### src/rtl/run_ctrl_pkg.sv
// rtl/run_ctrl_pkg.sv - shared types and defaults for the processor run controller
package run_ctrl_pkg;

    typedef enum logic [1:0] {
        ST_IDLE  = 2'd0,
        ST_CLEAR = 2'd1,
        ST_RUN   = 2'd2,
        ST_DONE  = 2'd3
    } run_state_t;

    localparam int               PC_W_DEFAULT       = 8;
    localparam int               INST_W_DEFAULT     = 9;
    localparam logic [8:0]       HALT_INST_DEFAULT  = 9'h1FF;
    localparam int               CNT_W_DEFAULT      = 16;
    localparam logic [15:0]      MAX_CYCLES_DEFAULT = 16'd50000;

endpackage

### src/rtl/run_ctrl_if.sv
// rtl/run_ctrl_if.sv - start/done handshake and core-control bundle of the run controller
interface run_ctrl_if
    import run_ctrl_pkg::*;
#(
    parameter int PC_W   = PC_W_DEFAULT,
    parameter int INST_W = INST_W_DEFAULT,
    parameter int CNT_W  = CNT_W_DEFAULT
);

    logic              start;
    logic [INST_W-1:0] inst;
    logic [PC_W-1:0]   pc;
    logic              pc_clr;
    logic              run_en;
    logic              done;
    logic              timed_out;
    logic [CNT_W-1:0]  cycle_count;

    // master: host pins plus the core's fetch outputs
    modport master (
        output start, inst, pc,
        input  pc_clr, run_en, done, timed_out, cycle_count
    );

    modport slave (
        input  start, inst, pc,
        output pc_clr, run_en, done, timed_out, cycle_count
    );

endinterface

### src/rtl/run_ctrl.sv
// rtl/run_ctrl.sv - run controller: launches the core on start, ends on halt or cycle budget
module run_ctrl
    import run_ctrl_pkg::*;
#(
    parameter int                PC_W       = PC_W_DEFAULT,
    parameter int                INST_W     = INST_W_DEFAULT,
    parameter logic [INST_W-1:0] HALT_INST  = HALT_INST_DEFAULT,
    parameter int                CNT_W      = CNT_W_DEFAULT,
    parameter logic [CNT_W-1:0]  MAX_CYCLES = MAX_CYCLES_DEFAULT
) (
    input  logic      clk,
    input  logic      rst,
    run_ctrl_if.slave bus
);

    run_state_t       r_state;
    run_state_t       w_state_next;
    logic             r_armed;
    logic [CNT_W-1:0] r_cycle_count;
    logic             r_timed_out;
    logic             w_halt;
    logic             w_budget_end;
    logic [PC_W-1:0]  w_pc_unused;

    // pc is reported to the host only; it never steers the controller
    assign w_pc_unused  = bus.pc;

    assign w_halt       = (bus.inst == HALT_INST);
    assign w_budget_end = (r_cycle_count == MAX_CYCLES - CNT_W'(1));

    always_comb begin
        w_state_next = r_state;
        case (r_state)
            ST_IDLE: begin
                if (bus.start && r_armed) begin
                    w_state_next = ST_CLEAR;
                end
            end
            ST_CLEAR: begin
                w_state_next = ST_RUN;
            end
            ST_RUN: begin
                if (w_halt || w_budget_end) begin
                    w_state_next = ST_DONE;
                end
            end
            ST_DONE: begin
                if (!bus.start) begin
                    w_state_next = ST_IDLE;
                end
            end
            default: begin
                w_state_next = ST_IDLE;
            end
        endcase
    end

    always_ff @(posedge clk) begin
        if (!rst) begin
            r_state <= ST_IDLE;
        end else begin
            r_state <= w_state_next;
        end
    end

    // a start level held across reset or done must be seen low once before it relaunches
    always_ff @(posedge clk) begin
        if (!rst) begin
            r_armed <= 1'b0;
        end else if (w_state_next == ST_CLEAR) begin
            r_armed <= 1'b0;
        end else if ((r_state == ST_IDLE || r_state == ST_DONE) && !bus.start) begin
            r_armed <= 1'b1;
        end
    end

    always_ff @(posedge clk) begin
        if (!rst) begin
            r_cycle_count <= '0;
            r_timed_out   <= 1'b0;
        end else if (r_state == ST_RUN) begin
            r_cycle_count <= r_cycle_count + CNT_W'(1);
            if (w_state_next == ST_DONE) begin
                r_timed_out <= !w_halt;
            end
        end else if (w_state_next == ST_CLEAR || r_state == ST_CLEAR) begin
            r_cycle_count <= '0;
            r_timed_out   <= 1'b0;
        end
    end

    assign bus.pc_clr      = (r_state == ST_CLEAR);
    assign bus.run_en      = (r_state == ST_RUN);
    assign bus.done        = (r_state == ST_DONE);
    assign bus.timed_out   = r_timed_out;
    assign bus.cycle_count = r_cycle_count;

endmodule

### src/flat_wrapper.sv
// flat-port wrapper written by rule: the top's interface ports become plain ports
module run_ctrl_flat import run_ctrl_pkg::*;
#(
    parameter int                PC_W       = PC_W_DEFAULT,
    parameter int                INST_W     = INST_W_DEFAULT,
    parameter logic [INST_W-1:0] HALT_INST  = HALT_INST_DEFAULT,
    parameter int                CNT_W      = CNT_W_DEFAULT,
    parameter logic [CNT_W-1:0]  MAX_CYCLES = MAX_CYCLES_DEFAULT
)
  (clk, rst, bus_start, bus_inst, bus_pc, bus_pc_clr, bus_run_en, bus_done, bus_timed_out, bus_cycle_count);
  run_ctrl_if #(.PC_W(PC_W), .INST_W(INST_W), .CNT_W(CNT_W)) bus_i ();
  input  logic clk;
  input  logic rst;
  input wire logic [$bits(bus_i.start)-1:0] bus_start;
  input wire logic [$bits(bus_i.inst)-1:0] bus_inst;
  input wire logic [$bits(bus_i.pc)-1:0] bus_pc;
  output wire logic [$bits(bus_i.pc_clr)-1:0] bus_pc_clr;
  output wire logic [$bits(bus_i.run_en)-1:0] bus_run_en;
  output wire logic [$bits(bus_i.done)-1:0] bus_done;
  output wire logic [$bits(bus_i.timed_out)-1:0] bus_timed_out;
  output wire logic [$bits(bus_i.cycle_count)-1:0] bus_cycle_count;
  assign bus_i.start = bus_start;
  assign bus_i.inst = bus_inst;
  assign bus_i.pc = bus_pc;
  assign bus_pc_clr = bus_i.pc_clr;
  assign bus_run_en = bus_i.run_en;
  assign bus_done = bus_i.done;
  assign bus_timed_out = bus_i.timed_out;
  assign bus_cycle_count = bus_i.cycle_count;
  run_ctrl #(.PC_W(PC_W), .INST_W(INST_W), .HALT_INST(HALT_INST), .CNT_W(CNT_W), .MAX_CYCLES(MAX_CYCLES)) u_core (.clk(clk), .rst(rst), .bus(bus_i));
endmodule
### config.mk
export PLATFORM = sky130hd
export DESIGN_NAME = run_ctrl_flat
export DESIGN_NICKNAME = d
export VERILOG_FILES = /design/src/rtl/run_ctrl_pkg.sv /design/src/rtl/run_ctrl_if.sv /design/src/rtl/run_ctrl.sv /design/src/flat_wrapper.sv
export SDC_FILE = /design/constraint.sdc
export NUM_CORES = 1
export LEC_CHECK = 0
export CAP_MARGIN = 20
export CORE_ASPECT_RATIO = 1.75
export CORE_MARGIN = 1.5
export CORE_UTILIZATION = 40
export CTS_CLUSTER_DIAMETER = 60
export CTS_CLUSTER_SIZE = 10
export DETAILED_ROUTE_END_ITERATION = 7
export PLACE_DENSITY = 0.75
export SLEW_MARGIN = 10
export SYNTH_ARGS = -nofsm -noshare
export SYNTH_HDL_FRONTEND = slang
export SYNTH_SLANG_ARGS = --single-unit
### constraint.sdc
create_clock -name clk -period 1.9 [get_ports clk]
set_clock_uncertainty 0.1 [all_clocks]
set_input_delay 0.38 -clock clk [delete_from_list [all_inputs] [get_ports clk]]
set_output_delay 0.38 -clock clk [all_outputs]
set_load 0.005 [all_outputs]
### Word-level counts from Yosys, hierarchy flattened

Cells that the tools add are included.

| operators by class | value |
|---|---|
| reduce and logical (&&, ||, !) cells | 11 |
| add/sub/neg operators | 1 |
| multiplexer cells | 9 |
| equality and inequality tests | 8 |
| bitwise gates (word level) | 1 |

Operators with widths:

| kind | number |
|---|---|
| $mux W16 | 2 |
| $add A16 B1 Y16 const B | 1 |
| $eq A16 B16 Y1 const B | 1 |
| $eq A9 B9 Y1 const B | 1 |
| $pmux W2 S4 | 1 |
| $eq A2 B2 Y1 const B | 3 |
| $mux W2 | 3 |
| $eq A2 B1 Y1 const B | 2 |
| $logic_or A1 B1 Y1 | 3 |
| $mux W1 | 3 |
| $logic_and A1 B1 Y1 | 2 |
| $logic_not A1 Y1 | 2 |
| $logic_not A2 Y1 | 1 |
| $ne A2 B1 Y1 const B | 1 |
| $reduce_and A2 Y1 | 1 |
| $reduce_bool A2 Y1 | 1 |
| $reduce_or A2 Y1 | 1 |
| $not A1 Y1 | 1 |

| storage, ports and cells | value |
|---|---|
| output and inout port bits | 20 |
| input port bits | 20 |
| register bits | 20 |
| logic and storage cells | 34 |

### Logic depth before layout (Yosys ltp)

| depth | value |
|---|---|
| depth after elaboration | 8 |
| depth in mapped cells | 9 |
| mapped depth without buffers | 7 |

### Worst setup path after synthesis

Ideal clock, no wire load.

| path | value |
|---|---|
| path kind | reg2reg |
| from | register u_core.r_state[0] |
| to | register u_core.r_cycle_count[15] (netlist: u_core.bus.cycle_count[15]) |
| period minus slack after synthesis | 2.091 ns |
| path buffers | 2 |
| arrival time | 1.906 ns |
| cell stages (with the launch flop) | 10 |
| library setup time | 0.084 ns |
| setup slack | -0.191 ns |
| cells stage by stage | dfxtp_1 -> inv_1 -> ha_1 -> buf_6 -> and3_1 -> o32a_2 -> o21ai_2 -> buf_6 -> nand2_4 -> o31ai_2 |

| between the ends | value |
|---|---|
| word-level cells in the longest chain between the ends | 5 |

RTL lines:

| item | RTL line | text |
|---|---|---|
| from (decl) | run_ctrl.sv:16 | `run_state_t r_state;` |
| from (signal assigned) | run_ctrl.sv:62 | `r_state <= w_state_next;` |
| $eq A2 B2 Y1 (tied with other cells) | run_ctrl.sv:33 | `case (r_state)` |
| $pmux W2 S4 | run_ctrl.sv:33 |  |
| $eq A2 B1 Y1 | run_ctrl.sv:86 | `end else if (w_state_next == ST_CLEAR \|\| r_state == ST_CLEAR) begin` |
| $logic_or A1 B1 Y1 | run_ctrl.sv:86 |  |
| $reduce_bool A2 Y1 (no line) | -- |  |
| to (signal assigned) | run_ctrl.sv:82 | `r_cycle_count <= r_cycle_count + CNT_W'(1);` |
| to (decl) | run_ctrl.sv:19 | `logic [CNT_W-1:0] r_cycle_count;` |

Several ways; a longest one is shown, not always the timed one.
A chain may end at the register's enable or synchronous reset.

### Worst setup path after layout

| path | value |
|---|---|
| from | register u_core.r_state[1] |
| to | register u_core.r_cycle_count[7] (netlist: u_core.bus.cycle_count[7]) |

The elaborated chain is that of the path after synthesis.

==> metrics.md <==
| Metric | Value |
|---|---|
| Netlist cell types | `40` |
| Seq/Total Area, Yosys | `between 30% and 40%` |
| Power Dens Cells | `~820 nW/um^2` |
| Full die area | `roughly 3200 um^2` |
| Total routed wirelength | `between 3000 and 4000 um` |
| Port Buf Inserts | `31` |
| Ports | `40` |
| Max IR drop VDD | `0.598 mV` |
| Critical path's top delay family | `compound AO/OA/AOI/OAI gates` |
| Slowest CP cell | `dfxtp_4` |
| Placed cells | `just over 200` |
| # setup viols final | `11` |
| Worst min-delay path class | `flop to flop` |
| Main synth FF type | `dfxtp_1` |
| CP bufs+invs | `2` |
| Lkg Pwr | `approximately 0.75 nW` |
| Slack of the critical path | `-0.0318 ns` |
| Drt first pass iters | `4` |
| Post-place setup slack | `-0.368 ns` |
| Ys Warns | `0` |
| Yosys top cell area share | `between 30% and 40%` |
| Dpl hpwl | `between 2000 and 2500 um` |
| # diodes | `0` |
| Fin crit share | `102%` |
| CP Class | `flop to flop` |
| Max H-tree Level | `1` |
| CTS hold repair buffers | `0` |
| Routed WL per cell | `15.1 um` |
| Slew Viols, Final | `0` |
| Via count | `roughly 1200` |
| Cell Rows | `25` |
| Area leader, netlist | `dfxtp_1` |
| Fill cells | `between 200 and 250` |
| Worst Setup Start Kind | `flop` |
| Worst-Margin Slew | `around 0.28 ns` |
| Crit-path max FO | `8` |
| Core ar. | `between 2000 and 3000 um^2` |
| Largest net degree at the start of global routing | `15` |
| Root Buffer | `clkbuf_8` |
| R2R cell count | `8` |
| Mean Syn Cell Area | `approximately 8.2 um^2` |
| Commonest non-fill, non-tap cell in the layout | `clkdlybuf4s50_1` |
| WP data arrival | `between 2 and 2.5 ns` |
| Cell Chain, Critical Path | `inv_4 > ha_4 > and3_4 > o32a_4 > o21ai_4 > buf_6 > and3_4 > o21a_1` |
| DRC viols | `0` |
| Synth Instances | `between 100 and 150` |
| Initial antenna violation count | `0` |
| Fmax | `about 0.52 GHz` |
| Clk buf depth | `2` |
| Run status | `finished, violations left` |
| Synth-to-layout area growth | `56.8%` |
| Initial Util | `around 42%` |
| Layout cells sized above 1 | `between 20 and 25%` |
| Fin area | `about 1800 um^2` |
| Endpoint of the worst hold path | `u_core.bus.timed_out$_SDFFE_PN0P_` |
| Final Critical Period | `approximately 1.9 ns` |
| RD Place Congestion | `approximately 0.86` |
| First-pass GRT wire length | `5420 um` |
| Most used cell, CP | `and3_4` |
| Final non-filler cell total | `between 200 and 250` |
| Final #Nets | `around 220` |
| Cts bufs inserted | `3` |
| Mapped Area | `around 1200 um^2` |
| CP required | `between 2 and 2.5 ns` |
| Element type at the critical path end | `flop` |
| 1st-iter DRT viols | `16` |
| ANT nets after route | `0` |
| Failing checks | `negative setup slack` |
| Total Routing Usage GR | `about 22%` |
| Worst-Skew Late Latency | `0.27 ns` |
| Number of synthesized flops with an enable pin | `0` |
| Rel. slew slack | `between 80% and 90%` |
| CTS tree | `yes` |
| Placed Area | `1620 um^2` |
| Synth async-reset ratio | `0%` |
| RR Startpoint | `u_core.r_state[1]$_SDFF_PN0_` |
| CTS clk-pin slew, worst paths | `about 0.080 ns` |
| Die Y | `74.0 um` |
| Area contributors post-synth | `dfxtp_1 35%, and3_1 7.1%, o21a_1 5.9%` |
| Min-Delay Startpoint | `u_core.bus.timed_out$_SDFFE_PN0P_` |
| Slowest stage delay, CP | `approximately 0.42 ns` |
| Clock sinks | `20` |
| Vias per inst | `roughly 5.7` |
| Final Hold Fails | `0` |
| Vias in the first global route | `approximately 1300` |
| Max-Cap Viols | `0` |
| Congestion Overflow GR | `0` |
| Most frequent cells in the layout | `27 x clkdlybuf4s50_1, 19 x buf_4, 18 x dfxtp_1` |
| Mapped Nets | `roughly 170` |
| Reg-to-reg endpoint | `u_core.bus.cycle_count[7]$_SDFFE_PN0P_` |
| Die width | `between 40 and 50 um` |
| Register bit total from synthesis | `20` |
| RSZ-0062 raised after global routing | `yes` |
| Hold Crit Depth | `2` |
| Flop2flop setup slack | `-0.03 ns` |
## cell families (layout without fill, tap and decap cells)
logic type               Yosys count  in the layout  share of synthesized area (%)
AND/OR/NAND/NOR                   74             74                           33.6
AO/OA/AOI/OAI                     28             28                           18.5
flip-flops                        20             20                           34.8
buffers and inverters             10             62                           5.32
adder cells (fa/ha/maj)            5              5                           5.43
XOR/XNOR                           2              2                           1.52
multiplexers                       1              1                          0.870
## how the worst max path moves through the flow
stage | end | cells after the start | slack (ns) | from
after floorplan | u_core.bus.cycle_count[15]$_SDFFE_PN0P_ | 9 | -0.05 | u_core.r_state[0]$_SDFF_PN0_
after CTS | u_core.bus.cycle_count[13]$_SDFFE_PN0P_ | 8 | -0.01 | u_core.r_state[1]$_SDFF_PN0_
final | u_core.bus.cycle_count[7]$_SDFFE_PN0P_ | 8 | -0.03 | u_core.r_state[1]$_SDFF_PN0_
after global routing | u_core.bus.cycle_count[10]$_SDFFE_PN0P_ | 8 | -0.1 | u_core.r_state[1]$_SDFF_PN0_
after detailed placement | u_core.bus.cycle_count[15]$_SDFFE_PN0P_ | 7 | -0.37 | bus_start
after global placement | u_core.bus.cycle_count[15]$_SDFFE_PN0P_ | 7 | -0.31 | bus_start
## cell type report
cell class              instances  area (um^2)  area share (%)
multi-input cells             110          806            44.6
clock buffers                   4         45.0            2.49
flip-flops and latches         20          408            22.6
repair buffers                 54          493            27.3
well taps                      27         33.8            1.87
inverters                       4         20.0            1.11
## synthesized netlist by cell type, types with 3 or more instances
cell / n
inv_1: 4
o21a_1: 9
nand2b_1: 4
dfxtp_1: 20
and3_1: 13
ha_1: 5
nand2_1: 14
nand3_1: 8
nand4_1: 6
nor3_1: 3
o21ai_0: 3
nor2_1: 16
## per-layer routing
metal | wire length [um] | track usage [%] | vias to the layer above
met3 | 102 | 2.67 | 9
met1 | 1180 | 20.5 | 584
met5 | 0 | 0 | -
li1 | - | - | 612
met2 | 1910 | 42.8 | 35
met4 | 116 | 15.8 | 0
## tightest hold or removal path, stage by stage, from the launching register on
cell	delay, ns
dfxtp_1	0.32
nand3_1	0.06
mux2i_1	0.06
## power by group
part           internal [W]  total (W)  switching, W
Combinational      0.000389   0.000702      0.000313
Sequential         0.000448   0.000488     0.0000402
Clock              0.000150   0.000297      0.000147
Total              0.000987    0.00149      0.000501
## flip-flops by register name, indices dropped and copies added, names as in the netlist
register / count
u_core.bus.cycle_count: 16
u_core.bus.timed_out: 1
u_core.r_armed: 1
u_core.r_state: 2
## timing repair
action,in CTS,in global routing
gates resized for setup,17,5
setup endpoints to repair,15,16
pin swaps,8,1
buffers inserted,6,2
## through the flow
stage / util (%) / power [W] / hold WS (ns) / TNS [ns]
floorplan: - / 0.000825 / 0.366 / -0.265
global placement: 59.4 / 0.000991 / 0.362 / -4.63
detailed placement: 59.4 / 0.00101 / 0.374 / -5.07
CTS: 65.1 / 0.00142 / 0.382 / -0.0481
global route: 66.3 / 0.00156 / 0.413 / -0.897
finish: 66.3 / 0.00149 / 0.377 / -0.228
No activity file was read; power rests on OpenSTA's default activity.
